`src/rtl/uart_rx_drain_arb.sv`:
```
// Purpose : drains an FWFT RX FIFO to either a CPU register read or a byte stream, plus an optional idle-timeout IRQ.
// Latency : the FIFO pop is combinational in the grant cycle; the CPU response and stream valid follow one cycle later.
// Backpr. : the stream byte is held until i_m_ready; CPU requests that arrive while busy park in a 1-deep pend (further ones drop).
//
// Ports:
//   clk, rst_n                    clock, synchronous active-low reset
//   i_fifo_empty, i_fifo_rd_data  FWFT FIFO status and head byte
//   o_fifo_rd_en                  FIFO pop (combinational)
//   i_fifo_wr_en                  receiver write pulse (restarts the timeout only)
//   i_cpu_rd_req                  CPU read strobe
//   o_cpu_rd_valid/_data/_empty   one-cycle CPU read response
//   i_stream_en                   allows stream draining
//   o_m_valid, o_m_data, i_m_ready  stream master handshake
//   i_timeout, i_irq_clr          idle threshold (0 = off) and IRQ clear
//   o_irq_timeout                 sticky character-timeout interrupt
//
// Optional feature: define UART_RX_DRAIN_TIMEOUT_EN to build the timeout
// counter. Without it, o_irq_timeout is tied low.
module uart_rx_drain_arb #(
  parameter int TMO_W = 16
) (
  input  logic             clk,
  input  logic             rst_n,
  input  logic             i_fifo_empty,
  input  logic [7:0]       i_fifo_rd_data,
  output logic             o_fifo_rd_en,
  input  logic             i_fifo_wr_en,
  input  logic             i_cpu_rd_req,
  output logic             o_cpu_rd_valid,
  output logic [7:0]       o_cpu_rd_data,
  output logic             o_cpu_rd_empty,
  input  logic             i_stream_en,
  output logic             o_m_valid,
  output logic [7:0]       o_m_data,
  input  logic             i_m_ready,
  input  logic [TMO_W-1:0] i_timeout,
  input  logic             i_irq_clr,
  output logic             o_irq_timeout
);

  typedef enum logic [1:0] {
    IDLE      = 2'd0,
    CPU_RESP  = 2'd1,
    STRM_HOLD = 2'd2
  } state_t;

  state_t     state;
  state_t     state_nxt;
  logic       pend;         // one parked CPU request
  logic       last_cpu;     // round-robin pointer: 1 means the CPU won last
  logic [7:0] cpu_byte;
  logic       cpu_empty;
  logic [7:0] m_byte;

  logic       cpu_pending;
  logic       strm_elig;
  logic       grant_cpu;
  logic       grant_strm;
  logic       pop;

  // Grant decision. Only made in IDLE and never while reset is asserted,
  // so reset can never pop the FIFO.
  always_comb begin
    cpu_pending = i_cpu_rd_req | pend;
    strm_elig   = i_stream_en & ~i_fifo_empty;
    grant_cpu   = 1'b0;
    grant_strm  = 1'b0;
    if (rst_n && (state == IDLE)) begin
      if (cpu_pending && strm_elig) begin
        grant_cpu  = ~last_cpu;
        grant_strm = last_cpu;
      end else begin
        grant_cpu  = cpu_pending;
        grant_strm = strm_elig;
      end
    end
    pop = (grant_cpu & ~i_fifo_empty) | grant_strm;
  end

  // State register.
  always_ff @(posedge clk) begin
    if (!rst_n) state <= IDLE;
    else        state <= state_nxt;
  end

  // Next-state logic.
  always_comb begin
    state_nxt = state;
    case (state)
      IDLE: begin
        if (grant_cpu)       state_nxt = CPU_RESP;
        else if (grant_strm) state_nxt = STRM_HOLD;
      end
      CPU_RESP:  state_nxt = IDLE;
      STRM_HOLD: if (i_m_ready) state_nxt = IDLE;
      default:   state_nxt = IDLE;
    endcase
  end

  // Outputs. Data fields are gated by their strobes so the bus idles at zero.
  always_comb begin
    o_fifo_rd_en   = pop;
    o_cpu_rd_valid = rst_n && (state == CPU_RESP);
    o_cpu_rd_data  = o_cpu_rd_valid ? cpu_byte : 8'h00;
    o_cpu_rd_empty = o_cpu_rd_valid & cpu_empty;
    o_m_valid      = rst_n && (state == STRM_HOLD);
    o_m_data       = o_m_valid ? m_byte : 8'h00;
  end

  // Pend, round-robin pointer and captured bytes.
  always_ff @(posedge clk) begin
    if (!rst_n) begin
      pend      <= 1'b0;
      last_cpu  <= 1'b0;
      cpu_byte  <= 8'h00;
      cpu_empty <= 1'b0;
      m_byte    <= 8'h00;
    end else begin
      // A live request that is not granted this cycle is parked; one that
      // arrives while something is already parked merges into it.
      if (grant_cpu)         pend <= 1'b0;
      else if (i_cpu_rd_req) pend <= 1'b1;

      if (grant_cpu)       last_cpu <= 1'b1;
      else if (grant_strm) last_cpu <= 1'b0;

      if (grant_cpu) begin
        cpu_byte  <= i_fifo_empty ? 8'h00 : i_fifo_rd_data;
        cpu_empty <= i_fifo_empty;
      end

      if (grant_strm) m_byte <= i_fifo_rd_data;
    end
  end

`ifdef UART_RX_DRAIN_TIMEOUT_EN
  logic [TMO_W-1:0] tmo_cnt;
  logic             tmo_hit;
  logic             irq;

  // Counts idle cycles while data sits unread; any FIFO activity or an
  // empty FIFO restarts it. It saturates so a long idle cannot wrap into
  // a second match.
  always_ff @(posedge clk) begin
    if (!rst_n)                                tmo_cnt <= '0;
    else if (pop || i_fifo_wr_en || i_fifo_empty) tmo_cnt <= '0;
    else if (tmo_cnt != '1)                    tmo_cnt <= tmo_cnt + TMO_W'(1);
  end

  assign tmo_hit = (i_timeout != '0) && (tmo_cnt == i_timeout);

  // Set has priority over clear.
  always_ff @(posedge clk) begin
    if (!rst_n)                 irq <= 1'b0;
    else if (tmo_hit)           irq <= 1'b1;
    else if (i_irq_clr || pop)  irq <= 1'b0;
  end

  assign o_irq_timeout = irq & rst_n;
`else
  logic unused_tmo;
  assign unused_tmo    = ^{i_timeout, i_irq_clr, i_fifo_wr_en};
  assign o_irq_timeout = 1'b0;
`endif

endmodule

```
`config.mk`:
```
export PLATFORM = sky130hd
export DESIGN_NAME = uart_rx_drain_arb
export DESIGN_NICKNAME = d
export VERILOG_FILES = /design/src/rtl/uart_rx_drain_arb.sv
export SDC_FILE = /design/constraint.sdc
export NUM_CORES = 1
export LEC_CHECK = 0
export ABC_CLOCK_PERIOD_IN_PS = 2000
export BUFFER_PORTS_ARGS = -buffer_cell sky130_fd_sc_hd__buf_2
export CAP_MARGIN = 20
export CORE_ASPECT_RATIO = 1.2
export CORE_UTILIZATION = 43
export DETAILED_ROUTE_END_ITERATION = 10
export PLACE_DENSITY = 0.75
export SLEW_MARGIN = 5
export SYNTH_ARGS = -nofsm -noshare
export SYNTH_HDL_FRONTEND = slang
export SYNTH_SLANG_ARGS = --single-unit
```
`constraint.sdc`:
```
create_clock -name clk -period 2 [get_ports clk]
set_clock_uncertainty 0.15 [all_clocks]
set_input_delay 0.1 -clock clk [delete_from_list [all_inputs] [get_ports clk]]
set_output_delay 0.1 -clock clk [all_outputs]
set_load 0.005 [all_outputs]
```
; ---- Word level (Yosys, flattened, before mapping)
; Index checks and enable logic that the tools add are counted.
[word_totals]
out_inout_bits = 21
elab_cells = 39
reg_bits = 21
input_bits = 32
[classes]
mux = 13
bitwise_logic = 8
eq_ne = 4
n_reduce_logical = 8
[ops]
columns = op, n
row1 = 8-bit 2-to-1 mux, 3
row2 = 1-bit 2-to-1 mux, 6
row3 = 2-bit 2-to-1 mux, 3
row4 = 1-bit logical AND, 4
row5 = 2-bit one-hot mux with 2 select lines, 1
row6 = 1-bit AND, 3
row7 = "3-bit inequality test, second input constant", 1
row8 = 1-bit NOT, 3
row9 = "2-bit by 1-bit equality test with 1-bit output, second input constant", 1
row10 = "2-bit equality test, second input constant", 1
row11 = 2-bit logical NOT, 1
row12 = "2-bit inequality test, second input constant", 1
row13 = 1-bit OR, 2
row14 = 2-bit AND reduction, 1
row15 = 2-bit nonzero test, 1
row16 = 2-bit OR reduction, 1

; ---- Logic depth before layout (Yosys ltp)
; Gate-level depths: netlist of the first run.
[depth]
depth_word = 8
ltp_mapped = 5
ltp_nobuf = 4

; ---- Worst setup path after synthesis of the first run
; Ideal clock, no wire load.
[synth_path]
kind = reg-to-output
from = register state[1]
to = output port o_fifo_rd_en
stages_incl_launch_ff = 5
n_path_buf = 1
required_ns = 1.750
t_arrival_ns = 1.247
setup_slack_ns = 0.503
path_cell_list = dfxtp_1 -> nor4b_4 -> and3_1 -> buf_2 -> a21o_1
[synth_between]
elab_chain_cells = 5
elab_cells_between_ends = 6
classes_between = mux (2) / bitwise (2) / reduce/logical (2)
[synth_rtl]
columns = element, line
row1 = start: declaration, 47  ; state_t state;
row2 = start signal: assignment, 83  ; else state <= state_nxt;
row3 = 2-bit logical NOT *, 68  ; if (rst_n && (state == IDLE)) begin
row4 = 1-bit logical AND *, 68
row5 = 1-bit 2-to-1 mux, 68
row6 = 1-bit AND, 77  ; pop = (grant_cpu & ~i_fifo_empty) | grant_strm;
row7 = 1-bit OR *, 77
row8 = end: declaration, 26  ; output logic o_fifo_rd_en,
; Mark *: on every way between the ends. The rest lies on a longest branch, timed or not.

; ---- Worst setup path after layout of the first run
[layout_path]
from = input port i_cpu_rd_req
to = output port o_fifo_rd_en
[layout_between]
elab_chain_cells = 6
elab_cells_between_ends = 8
classes_between = mux (4) / bitwise (3) / reduce/logical (1)
[layout_rtl]
columns = element, line
row1 = start: declaration, 28  ; input logic i_cpu_rd_req,
row2 = 1-bit OR *, 64  ; cpu_pending = i_cpu_rd_req | pend;
row3 = 1-bit logical AND, 69  ; if (cpu_pending && strm_elig) begin
row4 = 1-bit 2-to-1 mux, 69
row5 = 1-bit 2-to-1 mux, 68
row6 = 1-bit AND, 77
row7 = 1-bit OR *, 77
; Marked as above.

==> run metrics, run 1 <==
horizontal die dimension 45.7 um; most used standard cells in the synthesized netlist sky130_fd_sc_hd__nand2_1, sky130_fd_sc_hd__dfxtp_1, sky130_fd_sc_hd__and2_1; count of fill cells added during filler insertion 202; total of endpoints with negative setup slack in the final report 0; largest net degree at the start of global routing 21; boundary pin count 53; worst r2r path cells 4; number of antenna-violating nets in the routed design 0; outcome finished, final reports clean; max-slew violation total from the final report 0; RSZ-0062 raised after global routing no; Final Power 844 uW; ratio of cells with drive above 1 in the final layout 0.265; total global routing overflow 0; synth warn 0; worst hold-check path type primary input to register; number of enable-type register cells in the synthesized netlist 0; clock period minus worst slack 1.92 ns; final-layout setup total negative slack 0 ns; starting utilization of the core area 0.466; cell type contributing the most total cell area after synthesis sky130_fd_sc_hd__dfxtp_1; portion of synthesized cell area occupied by the leading cell type 0.426; clock-pin slew on the worst setup and hold paths 0.11 ns; die height 54.5 um; # Post-CTS Setup Buffers 0; worst path setup slack after routing 0.0846 ns; number of antenna violations at the first check in global routing 0; type of element capturing the critical path output pin; Die Area 0.00249 sq mm; R2R setup slack 0.38 ns; net count after synthesis 149; clock tree from TritonCTS built; Cell Area, Synth 986 sq um; post-route clock period utilization 0.958; detailed-placement wirelength estimate 1.59 mm; routability congestion estimate from global placement 0.734; # H-tree levels 1; max-capacitance violation count 0; most used standard cell by instance count after synthesis sky130_fd_sc_hd__nand2_1; std cell rows 18; clock buffer count from CTS 3; Total Wirelength 2.19 mm; Pwr Density 639 mW/mm^2; maximum buffer depth of the clock tree 2; most common flop cell mapped by yosys sky130_fd_sc_hd__dfxtp_1; top cells by area in the synthesized netlist sky130_fd_sc_hd__dfxtp_1, sky130_fd_sc_hd__and2_1, sky130_fd_sc_hd__nand2_1; number of instances on the worst hold path 3; cell at the root of the clock tree sky130_fd_sc_hd__clkbuf_4; arrival time at the worst endpoint 1.67 ns; Max Clock Freq 522 MHz; worst-path maximum fanout 4; endpoints failing hold 0; share of synthesized area occupied by flip-flops and latches 0.426; headroom to the max-slew limit 0.660; pin slew with the least headroom to its limit 0.503 ns; vias in the first global route 828; area growth from synthesis to layout 33.9%; Starting DRT DRC Count 17; static power due to leakage 0.000669 uW; Total Routing Usage GR 0.190; n_diodes 0; share of async-settable or async-resettable flops after synthesis 0; total via count after detailed routing 946; CORE AREA 0.00212 sq mm; net count reported at finish 195; Post-Place Cells 177; Worst VDD drop 0.000412 V; Worst Setup Path Type primary input to output pin; clock latency on the worst-skew pair 0.29 ns; worst hold-check slack 0.0107 ns; Avg Synthesized Cell Area 8.43 sq um; global-route wire length before repair 3.51 mm; pre-CTS setup slack 0.378 ns; DR DRC count 0; number of buffers inserted by port buffering 33; first drt pass iteration count 5; Clock Sinks 21; count of mapped cells out of synthesis 117; count of state elements after synthesis 21; count of non-filler cells in the finished layout 192; DR vias/cell 4.93; WL/cell 11.4 um; number of library cell types mapped by synthesis 27; Worst setup SP type primary input; required time at the endpoint of the critical path 1.75 ns
layout make-up:
| class | instances | area (sq um) | area share |
|---|---|---|---|
| sequential | 21 | 420 | 0.318 |
| clock buffer | 4 | 26.3 | 0.0199 |
| inverter | 2 | 7.51 | 0.00569 |
| multi-input combinational | 87 | 523 | 0.396 |
| tap | 30 | 37.5 | 0.0284 |
| timing repair buffer | 48 | 305 | 0.231 |
where the power goes:
part / switching [uW] / total (uW) / internal [uW]
sequential: 25.8 / 478 / 453
combinational: 86.1 / 170 / 84.3
clock: 117 / 195 / 77.6
total: 229 / 844 / 615
state kept, by name (all words and copies together) (netlist names):
| name | count |
|---|---|
| m_byte | 8 |
| last_cpu | 1 |
| cpu_empty | 1 |
| state | 2 |
| cpu_byte | 8 |
| pend | 1 |
cells by family after synthesis:
logic type / count (synthesis) / share of synthesized area
compound gates: 15 / 0.0914
buf+inv: 9 / 0.0469
flops: 21 / 0.426
mux: 9 / 0.0914
other cells: 1 / 0.00380
simple gates: 62 / 0.340
path summary, 6_finish.rpt:
kind | start | end
worst max-delay path | i_cpu_rd_req | o_fifo_rd_en
worst min-delay path | rst_n | cpu_byte[3]
worst max register to register | pend | cpu_byte[4]
worst min register to register | m_byte[2] | m_byte[2]
layer usage:
metal	track usage	routed length [um]	vias up
li1	-	-	489
met1	0.235	989	420
met2	0.333	1060	33
met3	0.0297	108	4
met4	0.0588	29	0
met5	0	0	-
metrics by stage:
step                 util  area (sq um)
floorplan               -           986
global placement    0.557          1180
detailed placement  0.557          1180
CTS                 0.622          1320
global route        0.624          1320
finish              0.624          1320
placed cells by master (no fill, tap or decap), drive strengths merged, types with 2 or more instances in the layout:
cell type	n
nand2	27
and3b	2
o21ai	9
buf	37
nor2	3
dfxtp	21
and2	17
mux2i	9
nand4	8
clkbuf	4
dlygate4sd3	11
inv	2
critical path, stage by stage:
cell                            delay [ns]
sky130_fd_sc_hd__dlygate4sd3_1        0.52
sky130_fd_sc_hd__buf_2                0.11
sky130_fd_sc_hd__o21ai_0              0.11
sky130_fd_sc_hd__or4_4                0.51
sky130_fd_sc_hd__inv_2                0.09
sky130_fd_sc_hd__a21o_1               0.11
sky130_fd_sc_hd__buf_2                0.10
timing repair:
item                       CTS  global route
hold buffers                11             0
setup endpoints to repair    0             1
gates resized for setup      0             1
hold endpoints to repair    18             0
Note: power is estimated with default switching activity, not from simulation.
==> inputs of run 2 (changes only) <==
--- a/config.mk
+++ b/config.mk
@@ -5,13 +5,14 @@
 export SDC_FILE = /design/constraint.sdc
 export NUM_CORES = 1
 export LEC_CHECK = 0
+export ABC_AREA = 1
 export ABC_CLOCK_PERIOD_IN_PS = 2000
 export BUFFER_PORTS_ARGS = -buffer_cell sky130_fd_sc_hd__buf_2
 export CAP_MARGIN = 20
 export CORE_ASPECT_RATIO = 1.2
-export CORE_UTILIZATION = 43
+export CORE_UTILIZATION = 45
 export DETAILED_ROUTE_END_ITERATION = 10
-export PLACE_DENSITY = 0.75
+export PLACE_DENSITY = 0.76
 export SLEW_MARGIN = 5
 export SYNTH_ARGS = -nofsm -noshare
 export SYNTH_HDL_FRONTEND = slang
==> run metrics, run 2 <==
outcome finished, final reports clean; switching power total 236 uW; boundary pin count 53; clock latency on the worst-skew pair 0.30 ns; horizontal die dimension 47.5 um; most common flop cell mapped by yosys sky130_fd_sc_hd__dfxtp_1; share of the synthesized netlist area taken by xor and xnor gates 0; static power due to leakage 0.000672 uW; routability congestion estimate from global placement 0.800; synthesized-area fraction occupied by and/or/nand/nor cells 0.424; Worst Setup Path Type primary input to output pin; global-route wire length before repair 4.42 mm; number of library cell types mapped by synthesis 21; Cell Area, Synth 0.00112 sq mm; arrival time at the worst endpoint 1.59 ns; synth warn 0; Largest regs cpu_byte (8), m_byte (8), state (2); count of non-filler cells in the finished layout 248; worst hold-check path type primary input to register; Pwr Density 557 mW/mm^2; Worst VDD drop 0.000351 V; combinational family with the most area after synthesis simple AND/OR/NAND/NOR gates; end-of-flow core utilization 0.631; Worst setup SP type primary input; worst-path maximum fanout 14; Power Internal 583 uW; number of antenna violations at the first check in global routing 0; largest net degree at the start of global routing 15; clock period minus worst slack 1.84 ns; max-capacitance violation count 0; std cell rows 19; count of mapped cells out of synthesis 171; top cells by area in the synthesized netlist sky130_fd_sc_hd__dfxtp_1, sky130_fd_sc_hd__nor2_1, sky130_fd_sc_hd__inv_1; count of fill cells added during filler insertion 238; Total Routing Usage GR 0.221; first drt pass iteration count 4; required time at the endpoint of the critical path 1.75 ns; part of the total power dissipated in the clock network 0.249; net count reported at finish 250; adder-cell share of the synthesized area 0; share of synthesized area occupied by flip-flops and latches 0.376; detailed-placement wirelength estimate 1.80 mm; total of endpoints with negative setup slack in the final report 0; most common library cell in the layout ignoring fill and taps sky130_fd_sc_hd__nor2_1; most used standard cell by instance count after synthesis sky130_fd_sc_hd__nor2_1; Die Area 0.00269 sq mm; starting utilization of the core area 0.480; clock-pin slew on the worst setup and hold paths 0.11 ns; type of element capturing the critical path output pin; vias in the first global route 1,142; R2R setup slack 0.16 ns; cell type contributing the most total cell area after synthesis sky130_fd_sc_hd__dfxtp_1; highest-count cells in the layout ignoring fill and taps sky130_fd_sc_hd__nor2_1, sky130_fd_sc_hd__inv_1, sky130_fd_sc_hd__buf_2; Area after DPL 0.00130 sq mm; area of all placed cells without fillers 0.00147 sq mm; CORE AREA 0.00233 sq mm; maximum buffer depth of the clock tree 2; total via count after detailed routing 1,145; RSZ-0062 raised after global routing no; Max Clock Freq 545 MHz; # H-tree levels 1; post-route clock period utilization 0.918; Avg Synthesized Cell Area 6.53 sq um; final-layout setup total negative slack 0 ns; total global routing overflow 0; number of enable-type register cells in the synthesized netlist 0; die height 56.6 um; cell at the root of the clock tree sky130_fd_sc_hd__clkbuf_4; Reg power frac 0.551; Starting DRT DRC Count 26; proportion of total power due to net switching 0.289; number of antenna-violating nets in the routed design 0; # Post-CTS Setup Buffers 0; Total Wirelength 2.50 mm; Post-Place Cells 231; worst hold-check slack 0.00336 ns; area growth from synthesis to layout 31.6%; DR vias/cell 4.62; DR DRC count 0; clock buffer count from CTS 3; number of buffers inserted by port buffering 33; clock tree from TritonCTS built; share of total power in combinational logic 0.200; multiplexer fraction of the synthesized cell area 0; WL/cell 10.1 um; max-slew violation total from the final report 0; share of async-settable or async-resettable flops after synthesis 0; count of state elements after synthesis 21; Clock Sinks 21; endpoints failing hold 0; Compound-Gate Fraction of Synth Area 0.0470; most used standard cells in the synthesized netlist sky130_fd_sc_hd__nor2_1, sky130_fd_sc_hd__inv_1, sky130_fd_sc_hd__dfxtp_1, sky130_fd_sc_hd__nand2_1, sky130_fd_sc_hd__nand3_1; n_diodes 0; ratio of cells with drive above 1 in the final layout 0.240; net count after synthesis 203; portion of synthesized cell area occupied by the leading cell type 0.376
## run 2: changes by cell type after synthesis, sizes merged, moves of 8 or more
cell / change
a21oi: +8
and2: -17
inv: +35
mux2i: -9
nand3: +13
nor2: +47
o21ai: -9
## run 2: stage by stage
stage | total power (uW) | worst slack, ns
finish | 819 | 0.165
global route | 871 | 0.0152
CTS | 821 | 0.0712
detailed placement | 600 | 0.569
global placement | 595 | 0.598
floorplan | 562 | 0.732
## run 2: cell families after synthesis
logic type	after synthesis
other cells	1
simple gates	97
flops	21
buf+inv	42
compound gates	10
## run 2: path summary, 6_finish.rpt
path / depth (start not counted) / startpoint / to
max: 7 / rst_n / o_m_data[7]
min: 3 / i_cpu_rd_req / pend
max reg2reg: 7 / pend / m_byte[0]
min reg2reg: 2 / cpu_byte[4] / cpu_byte[4]
## run 2: per-layer routing
metal  GRT usage  wire length, um  vias up
met1       0.241             1100      500
met3      0.0450              114        4
met4      0.0898               25        0
li1            -                -      610
met2       0.389             1270       31
met5           0                0        -
## run 2: power groups by stage
stage | registers [uW] | clock network [uW] | logic (uW)
after CTS | 451 | 210 | 160
after floorplan | 458 | 0 | 105
final | 451 | 204 | 164
after global placement | 459 | 0 | 136
after detailed placement | 460 | 0 | 140
after global routing | 454 | 232 | 185
## run 2: cell type report
type,instances,area (sq um),share of cell area
Inverter,37,139,0.0945
Sequential cell,21,420,0.286
Multi-Input combinational cell,108,541,0.368
Tap cell,31,38.8,0.0264
Timing Repair Buffer,47,305,0.208
Clock buffer,4,26.3,0.0179
## run 2: worst max-delay path, cell delays in order
cell                            delay [ns]
sky130_fd_sc_hd__dlygate4sd3_1        0.54
sky130_fd_sc_hd__clkbuf_4             0.21
sky130_fd_sc_hd__inv_2                0.27
sky130_fd_sc_hd__nor3_2               0.07
sky130_fd_sc_hd__inv_1                0.19
sky130_fd_sc_hd__nor2_1               0.07
sky130_fd_sc_hd__buf_2                0.13
## run 2: timing repair
item | in CTS | in global routing
hold buffers | 13 | 0
endpoints found under the hold margin | 10 | 0
resized for setup | 0 | 3
endpoints found under the setup margin | 0 | 18
==> inputs of run 3 (changes only) <==
--- a/config.mk
+++ b/config.mk
@@ -6,13 +6,12 @@
 export NUM_CORES = 1
 export LEC_CHECK = 0
 export ABC_AREA = 1
-export ABC_CLOCK_PERIOD_IN_PS = 2000
+export ABC_CLOCK_PERIOD_IN_PS = 1800
 export BUFFER_PORTS_ARGS = -buffer_cell sky130_fd_sc_hd__buf_2
-export CAP_MARGIN = 20
 export CORE_ASPECT_RATIO = 1.2
 export CORE_UTILIZATION = 45
 export DETAILED_ROUTE_END_ITERATION = 10
-export PLACE_DENSITY = 0.76
+export PLACE_DENSITY = 0.78
 export SLEW_MARGIN = 5
 export SYNTH_ARGS = -nofsm -noshare
 export SYNTH_HDL_FRONTEND = slang
==> constraint.sdc (replaced) <==
create_clock -name clk -period 1.8 [get_ports clk]
set_clock_uncertainty 0.15 [all_clocks]
set_input_delay 0.09 -clock clk [delete_from_list [all_inputs] [get_ports clk]]
set_output_delay 0.09 -clock clk [all_outputs]
set_load 0.005 [all_outputs]
==> run metrics, run 3 (same netlist as run 2, synthesis figures left out) <==
outcome finished, final reports clean; vias in the first global route 958; type of element capturing the critical path output pin; detailed-placement wirelength estimate 1.62 mm; boundary pin count 53; highest-count cells in the layout ignoring fill and taps sky130_fd_sc_hd__nor2_1, sky130_fd_sc_hd__inv_1, sky130_fd_sc_hd__buf_2; DR vias/cell 4.31; die height 56.6 um; DR DRC count 0; part of the total power dissipated in the clock network 0.248; worst hold-check path type primary input to register; RSZ-0062 raised after global routing no; total via count after detailed routing 1,070; worst-path maximum fanout 11; Max Clock Freq 629 MHz; clock buffer count from CTS 3; met1 track demand over resource in global routing 0.260; Post-Place Cells 231; Reg power frac 0.556; area of all placed cells without fillers 0.00146 sq mm; Total Routing Usage GR 0.196; Starting DRT DRC Count 13; max-capacitance violation count 0; static power due to leakage 0.000674 uW; final-layout setup total negative slack 0 ns; Worst Setup Path Type register to output pin; WL/cell 9.16 um; routability congestion estimate from global placement 0.758; share of total power in combinational logic 0.196; Total Wirelength 2.27 mm; clock period minus worst slack 1.59 ns; Pwr Density 618 mW/mm^2; Worst setup SP type register; Area after DPL 0.00130 sq mm; total of endpoints with negative setup slack in the final report 0; maximum buffer depth of the clock tree 2; number of antenna violations at the first check in global routing 0; Largest regs cpu_byte (8), m_byte (8), state (2); met3 usage 0.0289; Die Area 0.00269 sq mm; worst hold-check slack 0.0647 ns; most common library cell in the layout ignoring fill and taps sky130_fd_sc_hd__nor2_1; Clock Sinks 21; count of non-filler cells in the finished layout 248; count of fill cells added during filler insertion 245; post-route clock period utilization 0.883; Power Internal 642 uW; net count reported at finish 250; clock latency on the worst-skew pair 0.29 ns; cell at the root of the clock tree sky130_fd_sc_hd__clkbuf_4; switching power total 260 uW; GRT met2 Usage 0.321; first drt pass iteration count 4; max-slew violation total from the final report 0; number of antenna-violating nets in the routed design 0; endpoints failing hold 0; proportion of total power due to net switching 0.288; ratio of cells with drive above 1 in the final layout 0.253; global-route wire length before repair 3.94 mm; clock-pin slew on the worst setup and hold paths 0.12 ns; largest net degree at the start of global routing 14; layer carrying the most global-route usage met2; # H-tree levels 1; n_diodes 0; required time at the endpoint of the critical path 1.56 ns; number of buffers inserted by port buffering 33; starting utilization of the core area 0.480; CORE AREA 0.00233 sq mm; Worst VDD drop 0.000512 V; clock tree from TritonCTS built; arrival time at the worst endpoint 1.35 ns; std cell rows 19; total global routing overflow 0; horizontal die dimension 47.5 um; area growth from synthesis to layout 30.6%
## run 3: stage by stage
stage	utilization	setup WS (ns)	power [uW]
final	0.626	0.210	902
after global placement	0.559	0.408	664
after detailed placement	0.559	0.391	666
after global routing	0.626	0.0142	965
after CTS	0.613	0.0482	905
after floorplan	-	0.532	625
## run 3: repair_timing
item | CTS | global route
hold buffers | 10 | 1
endpoints found under the hold margin | 10 | 1
endpoints found under the setup margin | 0 | 1
buffers inserted | 0 | 2
gates resized for setup | 0 | 1
## run 3: power by group through the flow
| stage | registers (uW) | logic, uW | clock network [uW] |
|---|---|---|---|
| after floorplan | 509 | 116 | 0 |
| after global placement | 510 | 154 | 0 |
| after detailed placement | 511 | 155 | 0 |
| after CTS | 501 | 172 | 232 |
| after global routing | 505 | 201 | 259 |
| final | 501 | 177 | 224 |
## run 3: layout make-up
cell class | count | area, sq um | area share
flip-flops and latches | 21 | 420 | 0.288
clock inverters | 1 | 5.00 | 0.00343
multi-input cells | 108 | 536 | 0.367
well taps | 31 | 38.8 | 0.0266
clock buffers | 3 | 22.5 | 0.0154
repair buffers | 47 | 298 | 0.204
inverters | 37 | 139 | 0.0952
## run 3: worst max-delay path: stages, from the launching register on
cell and delay, ns:
sky130_fd_sc_hd__dfxtp_1 0.36, sky130_fd_sc_hd__nor2_2 0.16, sky130_fd_sc_hd__buf_4 0.20, sky130_fd_sc_hd__nand4_1 0.15
sky130_fd_sc_hd__nand2_1 0.10, sky130_fd_sc_hd__buf_2 0.10
## run 3: final timing paths
path | from | to | slack (ns) | depth (start not counted)
worst max-delay path | state[1] | o_fifo_rd_en | 0.21 | 5
worst min-delay path | i_fifo_empty | cpu_byte[6] | 0.06 | 4
worst max register to register | state[1] | m_byte[1] | 0.48 | 6
worst min register to register | cpu_byte[1] | cpu_byte[1] | 0.32 | 2
## run 3: layer usage
metal / wire length (um) / part of all wire / vias up
li1: - / - / 608
met1: 1090 / 0.48 / 434
met2: 1080 / 0.48 / 24
met3: 75 / 0.033 / 4
met4: 25 / 0.011 / 0
met5: 0 / 0 / -
